--- src/rtl/axi_lite_req_arbiter.sv ---
// rtl/axi_lite_req_arbiter.sv - arbiter sharing one AXI4-Lite master among NUM_REQ requesters
// Define ARB_ROUND_ROBIN_EN for round-robin grants; otherwise fixed priority (lowest index wins).
module axi_lite_req_arbiter #(
  parameter  int NUM_REQ    = 4,
  parameter  int ADDR_WIDTH = 32,
  parameter  int DATA_WIDTH = 32,
  localparam int IDX_W      = $clog2(NUM_REQ),
  localparam int STRB_W     = DATA_WIDTH / 8
) (
  input  logic                         aclk,
  input  logic                         aresetn,
  input  logic [NUM_REQ-1:0]           req_valid,
  input  logic [NUM_REQ-1:0]           req_write,
  input  logic [NUM_REQ*ADDR_WIDTH-1:0] req_addr,
  input  logic [NUM_REQ*DATA_WIDTH-1:0] req_wdata,
  input  logic [NUM_REQ*STRB_W-1:0]    req_wstrb,
  output logic [NUM_REQ-1:0]           req_ready,
  output logic [NUM_REQ-1:0]           rsp_valid,
  output logic [DATA_WIDTH-1:0]        rsp_rdata,
  output logic [1:0]                   rsp_resp,
  output logic                         m_wr_req,
  output logic                         m_rd_req,
  output logic [ADDR_WIDTH-1:0]        m_wr_addr,
  output logic [ADDR_WIDTH-1:0]        m_rd_addr,
  output logic [DATA_WIDTH-1:0]        m_wr_data,
  output logic [STRB_W-1:0]            m_wr_strb,
  input  logic                         m_wr_done,
  input  logic                         m_rd_done,
  input  logic [1:0]                   m_wr_resp,
  input  logic [DATA_WIDTH-1:0]        m_rd_data,
  input  logic [1:0]                   m_rd_resp
);

  typedef enum logic [1:0] {
    IDLE  = 2'd0,
    ISSUE = 2'd1,
    WAIT  = 2'd2,
    RESP  = 2'd3
  } state_t;

  state_t           state;
  state_t           state_nxt;
  logic [IDX_W-1:0] grant_idx;
  logic             op_write;
  logic [IDX_W-1:0] win_idx;
  logic             win_found;

`ifdef ARB_ROUND_ROBIN_EN
  logic [IDX_W-1:0] last_grant;
  logic [IDX_W:0]   cand;

  // Search begins just after the previous winner so a re-requesting winner goes last.
  always_comb begin
    win_found = 1'b0;
    win_idx   = '0;
    cand      = '0;
    for (int i = 1; i <= NUM_REQ; i++) begin
      cand = {1'b0, last_grant} + (IDX_W+1)'(i);
      if (cand >= (IDX_W+1)'(NUM_REQ)) begin
        cand = cand - (IDX_W+1)'(NUM_REQ);
      end
      if (!win_found && req_valid[cand[IDX_W-1:0]]) begin
        win_found = 1'b1;
        win_idx   = cand[IDX_W-1:0];
      end
    end
  end

  always_ff @(posedge aclk or negedge aresetn) begin
    if (!aresetn) begin
      last_grant <= IDX_W'(NUM_REQ - 1);
    end else if (state == RESP) begin
      last_grant <= grant_idx;
    end
  end
`else
  always_comb begin
    win_found = 1'b0;
    win_idx   = '0;
    for (int i = NUM_REQ - 1; i >= 0; i--) begin
      if (req_valid[i]) begin
        win_found = 1'b1;
        win_idx   = IDX_W'(i);
      end
    end
  end
`endif

  always_ff @(posedge aclk or negedge aresetn) begin
    if (!aresetn) begin
      state <= IDLE;
    end else begin
      state <= state_nxt;
    end
  end

  always_comb begin
    state_nxt = state;
    req_ready = '0;
    rsp_valid = '0;
    m_wr_req  = 1'b0;
    m_rd_req  = 1'b0;
    case (state)
      IDLE: begin
        if (win_found) begin
          state_nxt = ISSUE;
        end
      end
      ISSUE: begin
        req_ready[grant_idx] = 1'b1;
        m_wr_req             = op_write;
        m_rd_req             = !op_write;
        state_nxt            = WAIT;
      end
      WAIT: begin
        // A done of the opposite type belongs to nobody and is dropped.
        if (op_write ? m_wr_done : m_rd_done) begin
          state_nxt = RESP;
        end
      end
      RESP: begin
        rsp_valid[grant_idx] = 1'b1;
        state_nxt            = IDLE;
      end
      default: state_nxt = IDLE;
    endcase
  end

  // Master-side fields only load for their own op type, so they hold across the other type.
  always_ff @(posedge aclk or negedge aresetn) begin
    if (!aresetn) begin
      grant_idx <= '0;
      op_write  <= 1'b0;
      m_wr_addr <= '0;
      m_wr_data <= '0;
      m_wr_strb <= '0;
      m_rd_addr <= '0;
      rsp_rdata <= '0;
      rsp_resp  <= '0;
    end else begin
      if (state == IDLE && win_found) begin
        grant_idx <= win_idx;
        op_write  <= req_write[win_idx];
        if (req_write[win_idx]) begin
          m_wr_addr <= req_addr[int'(win_idx)*ADDR_WIDTH +: ADDR_WIDTH];
          m_wr_data <= req_wdata[int'(win_idx)*DATA_WIDTH +: DATA_WIDTH];
          m_wr_strb <= req_wstrb[int'(win_idx)*STRB_W +: STRB_W];
        end else begin
          m_rd_addr <= req_addr[int'(win_idx)*ADDR_WIDTH +: ADDR_WIDTH];
        end
      end
      if (state == WAIT) begin
        if (op_write && m_wr_done) begin
          rsp_resp <= m_wr_resp;
        end else if (!op_write && m_rd_done) begin
          rsp_resp  <= m_rd_resp;
          rsp_rdata <= m_rd_data;
        end
      end
    end
  end

endmodule

--- config.mk ---
export PLATFORM = sky130hd
export DESIGN_NAME = axi_lite_req_arbiter
export DESIGN_NICKNAME = d
export VERILOG_FILES = /design/src/rtl/axi_lite_req_arbiter.sv
export SDC_FILE = /design/constraint.sdc
export NUM_CORES = 1
export LEC_CHECK = 0
export BUFFER_PORTS_ARGS = -buffer_cell sky130_fd_sc_hd__buf_2
export CORE_AREA = 2 2 181 183
export DETAILED_ROUTE_END_ITERATION = 7
export DIE_AREA = 0 0 183 185
export SETUP_SLACK_MARGIN = 0.05
export SYNTH_ARGS = -nofsm -noshare
export SYNTH_HDL_FRONTEND = slang
export SYNTH_SLANG_ARGS = --single-unit
--- constraint.sdc ---
create_clock -name aclk -period 6.2 [get_ports aclk]
set_input_delay 0.62 -clock aclk [delete_from_list [all_inputs] [get_ports aclk]]
set_output_delay 0.62 -clock aclk [all_outputs]
set_load 0.01 [all_outputs]
# [Word level (Yosys, flattened, before mapping)]
# Index checks and enable logic that the tools add are counted.
[word_totals] ff_bits=139 output_inout_bits=144
[classes] magnitude_cmp=3 n_eq_ne=5 shifts=3 n_mux=22 bitwise_logic=2 reduce_logical=12
[op_table] cell="variable part select 128 x 8 -> 32 bit" n=2
[op_table] cell="two-way mux 2 bit" n=8
[op_table] cell="variable part select 16 x 5 -> 4 bit" n=1
[op_table] cell="two-way mux 1 bit" n=9
[op_table] cell="two-way mux 4 bit" n=2
[op_table] cell="one-hot mux 2 bit (4 select lines)" n=1
[op_table] cell="AND reduction 2 bit" n=4
[op_table] cell="less-than comparator 2 x 3 -> 1 bit, second input constant" n=2
[op_table] cell="equality test 2 bit, second input constant" n=2
[op_table] cell="logical AND 1 bit" n=4
[op_table] cell="!= test 2 bit, second input constant" n=2
[op_table] cell="AND reduction 3 bit" n=1
[op_table] cell="binary-select mux 1 bit (select 2 bit)" n=1
[op_table] cell="demux 1 bit (select 2 bit)" n=1
[op_table] cell="equality test 2 x 1 -> 1 bit, second input constant" n=1
[op_table] cell="greater-or-equal comparator 2 x 1 -> 1 bit, second input constant" n=1
[op_table] cell="zero test 2 bit" n=1
[op_table] cell="inverter 1 bit" n=2
[op_table] cell="nonzero test 2 bit" n=1
[op_table] cell="zero test 1 bit" n=1

# [Logic depth before layout (Yosys ltp)]
[depth] ltp_word=8 ltp_mapped=8

# [Worst setup path after synthesis]
# No wires, ideal clock.
[synth_timing] kind="reg2reg" startpoint="register state[0]" endpoint="register m_wr_data[24]" t_arrival_ns=1.982 t_required_ns=6.075 slack_ns=4.093 stages_incl_launch_ff=8 period_less_slack_ns=2.107 path_cell_list="dfrtp_1 > inv_1 > ha_1 > clkbuf_1 > nand2_1 > nor4_4 > buf_2 > mux2_2"
[synth_between] elab_chain_cells=3
[synth_lines] element="from (decl)" line_no="41" rtl="state_t state;"
[synth_lines] element="from (signal assigned)" line_no="93" rtl="state <= state_nxt;"
[synth_lines] element="zero test 2 bit" line_no="141" rtl="if (state == IDLE && win_found) begin"
[synth_lines] element="logical AND 1 bit" line_no="141"
[synth_lines] element="AND reduction 2 bit (no line)"
[synth_lines] element="to (signal assigned)" line_no="146" rtl="m_wr_data <= req_wdata[int'(win_idx)*DATA_WIDTH +: DATA_WIDTH];"
[synth_lines] element="to (decl)" line_no="25" rtl="output logic [DATA_WIDTH-1:0] m_wr_data,"
# No other way between the ends.
# A chain may end at the register's enable or synchronous reset.

# [Final worst setup path]
[layout_timing] startpoint="input req_valid[1]" endpoint="register m_rd_addr[4]"
[layout_between] elab_chain_cells=6 elab_cells_between_ends=10 cone_classes="1 x shift; 6 x mux; 1 x bitwise; 2 x reduce/logical"
[layout_lines] element="from (decl)" line_no="12" rtl="input logic [NUM_REQ-1:0] req_valid,"
[layout_lines] element="parallel branches: the longest is 6 deep, another holds variable part select 128 x 8 -> 32 bit"
[layout_lines] element="to (signal assigned)" line_no="149" rtl="m_rd_addr <= req_addr[int'(win_idx)*ADDR_WIDTH +: ADDR_WIDTH];"
[layout_lines] element="to (decl)" line_no="24" rtl="output logic [ADDR_WIDTH-1:0] m_rd_addr,"
# Several ways; the timed one is not identified. The select of a mux whose other input is x is not followed.

==> results_dict.tcl <==
set metrics [dict create \
    timing_hold_violations_final 0 \
    synth_seq_area_share 0.472 \
    number_of_warnings_issued_by_yosys 0 \
    cts_repair_resize_count 0 \
    timing_max_transition_violations_final 0 \
    number_of_antenna_violations_at_the_first_check_in_global_routing 4 \
    static-leakage-power_nw 5.42 \
    place_congestion 0.772 \
    fp.coreArea_um2 32000 \
    num_vias 7164 \
    cts_buffers 17 \
    worstSetupStartpoint "req_valid[1]" \
    dp.final_hpwl_um 19600 \
    detailedRoute.firstIterationViolations 271 \
    global_route_wire_length_before_repair_um 39100 \
    cts_tree "built" \
    fp-row-count 66 \
    yosys.area.top_type "dfrtp_1" \
    io_buffer_count 463 \
    post-route-min-period_ps 2840 \
    final_layout_size_suffix_gt1_frac 0.496 \
    clk_pin_slew_ps 70 \
    synth_async_reset_ratio 1.00 \
    arrival_ps 3180 \
    finalClockSkew_ps 10.9 \
    worstReg2RegStart "state[0]" \
    post_synth_inst_count 723 \
    outcome "finished, final reports clean" \
    holdWs_ps 200 \
    drc 0 \
    postSynthNetCount 1047 \
    nNetsFinal 1476 \
    holdCritPathClass "in -> async" \
    syn-cell-area_um2 7370 \
    grt_overflow_total 0 \
    r2r.worst_path.cells 6 \
    num_io_pins 464 \
    yosys.cell_types.count 36 \
    floorplan.die.height_um 185 \
    report.power.total_mw 4.46 \
    critical_path_start_end_classification "in -> reg" \
    cts_htree_levels 4 \
    post-synth-top-area-fraction 0.472 \
    synthMostInstantiatedCell "dfrtp_1" \
    grt_setup_unrepaired "false" \
    die_area_um2 33900 \
    synth-seq-cells 139 \
    dieWidth_um 183 \
    root_buffer "clkbuf_16" \
    synth_area_per_cell_um2 10.2 \
    maxSlewHeadroom 0.417 \
    cts-root-to-sink-buffers 2 \
    post_drt_wl_per_cell_um 16.7 \
    tritoncts_num_sinks 139 \
    pin_count_of_the_biggest_net_entering_global_routing 77 \
    area_grow_syn2layout_pct 44.3 \
    timing.fmax_ghz 0.352 \
    worst_skew_pair.late_latency_ps 430 \
    powerDensity_nw_per_um2 419 \
    post-cts-setup-buffer-count 0 \
    synth_ff_type "dfrtp_1" \
    post-route-period-util 0.458 \
    vdd_ir_drop_max_mv 0.228 \
    synthTopCellsByCount "dfrtp_1 (139), a21oi_1 (75), nor2_1 (72), o22ai_1 (68), inv_1 (67)" \
    least_margin_pin_slew_ps 874 \
    ant_nets 0 \
    finalWirelength_um 26400 \
    drv_cap 0 \
    totalNegativeSetupSlack_ps 0 \
    end_kind "register" \
    path_max_fanout 69 \
    cp_data_required_time_ps 6540 \
    yosys-top-cells-area "dfrtp_1 (47%), mux2_2 (9.5%), mux2i_1 (9.0%)" \
    synth_enable_flop_cells 0 \
    initial_core_util 0.230 \
    first_global_vias 6922 \
    firstDrtPassIters 4 \
    cts-hold-fix-buffers 0 \
    routed_via_density 4.55 \
    groute.usage.overall 0.150 \
    worstSetupStartpointType "input port" \
    timing.final.setup_violations 0 \
]
[cells in the final DEF, fill, tap and decap left out, types with 2 or more instances in the layout]
| cell | Yosys | final |
|---|---|---|
| buf_2 | 13 | 462 |
| inv_6 | 0 | 2 |
| nor3b_1 | 2 | 2 |
| diode_2 | 0 | 3 |
| or2_2 | 2 | 2 |
| nor2b_1 | 2 | 2 |
| a211oi_1 | 36 | 36 |
| clkinv_8 | 0 | 6 |
| and3_1 | 2 | 2 |
| a31oi_1 | 2 | 2 |
| a21oi_1 | 75 | 75 |
| mux2i_1 | 66 | 66 |
| clkbuf_16 | 0 | 17 |
| dfrtp_1 | 139 | 139 |
| mux2_1 | 7 | 7 |
| ha_1 | 4 | 4 |
| nor2_1 | 72 | 71 |
| inv_1 | 67 | 66 |
| a211o_1 | 32 | 32 |
| and3b_1 | 4 | 4 |
| nand2_1 | 4 | 4 |
| buf_4 | 1 | 7 |
| inv_2 | 0 | 2 |
| mux2_2 | 62 | 62 |
| nand2b_4 | 0 | 2 |
| nand2b_1 | 4 | 2 |
| inv_8 | 0 | 6 |
| o22ai_1 | 68 | 68 |
[critical path, stage by stage]
cell,delay [ps]
buf_2,150
or3_2,470
buf_4,330
a21oi_2,310
o311a_2,580
buf_4,450
mux2i_1,250
[per-layer routing]
metal	vias up	global-route usage	wire, um
met5	-	0	13
met4	2	0.0608	695
met3	31	0.0425	1890
met2	314	0.261	13200
met1	3359	0.176	10600
li1	3458	-	-
[area by class of cell]
cell class	count	area, um2
fill	3330	21400
sequential	139	3480
multi-input combinational	455	3380
timing repair buffer	471	2400
tap	408	510
clock buffer	17	425
inverter	68	255
clock inverter	15	191
antenna	3	7.51
[cells by family after synthesis]
| group | after synthesis | share of synthesized area |
|---|---|---|
| buf+inv | 129 | 0.0735 |
| simple gates | 97 | 0.0607 |
| compound gates | 219 | 0.192 |
| fa+ha+maj | 4 | 0.00679 |
| flops | 139 | 0.472 |
| mux | 135 | 0.195 |
[metrics by stage]
stage	worst slack, ps	instances	utilization	area (um2)
after global placement	2860	1541	0.313	10000
after detailed placement	2780	1541	0.313	10000
after CTS	3240	1573	0.332	10600
after global routing	3160	1575	0.332	10600
final	3360	1576	0.332	10600
after floorplan	4090	723	-	7370
[power by group]
part,leakage (nW),internal [mW],total (mW),switching [mW]
Combinational,3.54,0.858,1.79,0.933
Clock,0.300,0.552,1.04,0.493
Sequential,1.58,1.36,1.62,0.257
[state kept, by name (all words and copies together), names as in the netlist]
signal	flops
grant_idx	2
rsp_resp	2
m_wr_strb	4
m_rd_addr	32
rsp_rdata	32
state	2
m_wr_addr	32
op_write	1
m_wr_data	32
[path summary, 6_finish.rpt]
| check | slack [ps] | to |
|---|---|---|
| worst max-delay path | 3360 | m_rd_addr[4] |
| worst min-delay path | 200 | m_wr_addr[12] |
| worst max register to register | 3840 | m_wr_strb[2] |
| worst min register to register | 490 | m_wr_data[1] |
| max in group asynchronous | 4690 | m_rd_addr[29] |
| min in group aclk | 420 | rsp_rdata[20] |
Power figures use the tool's default switching activity.
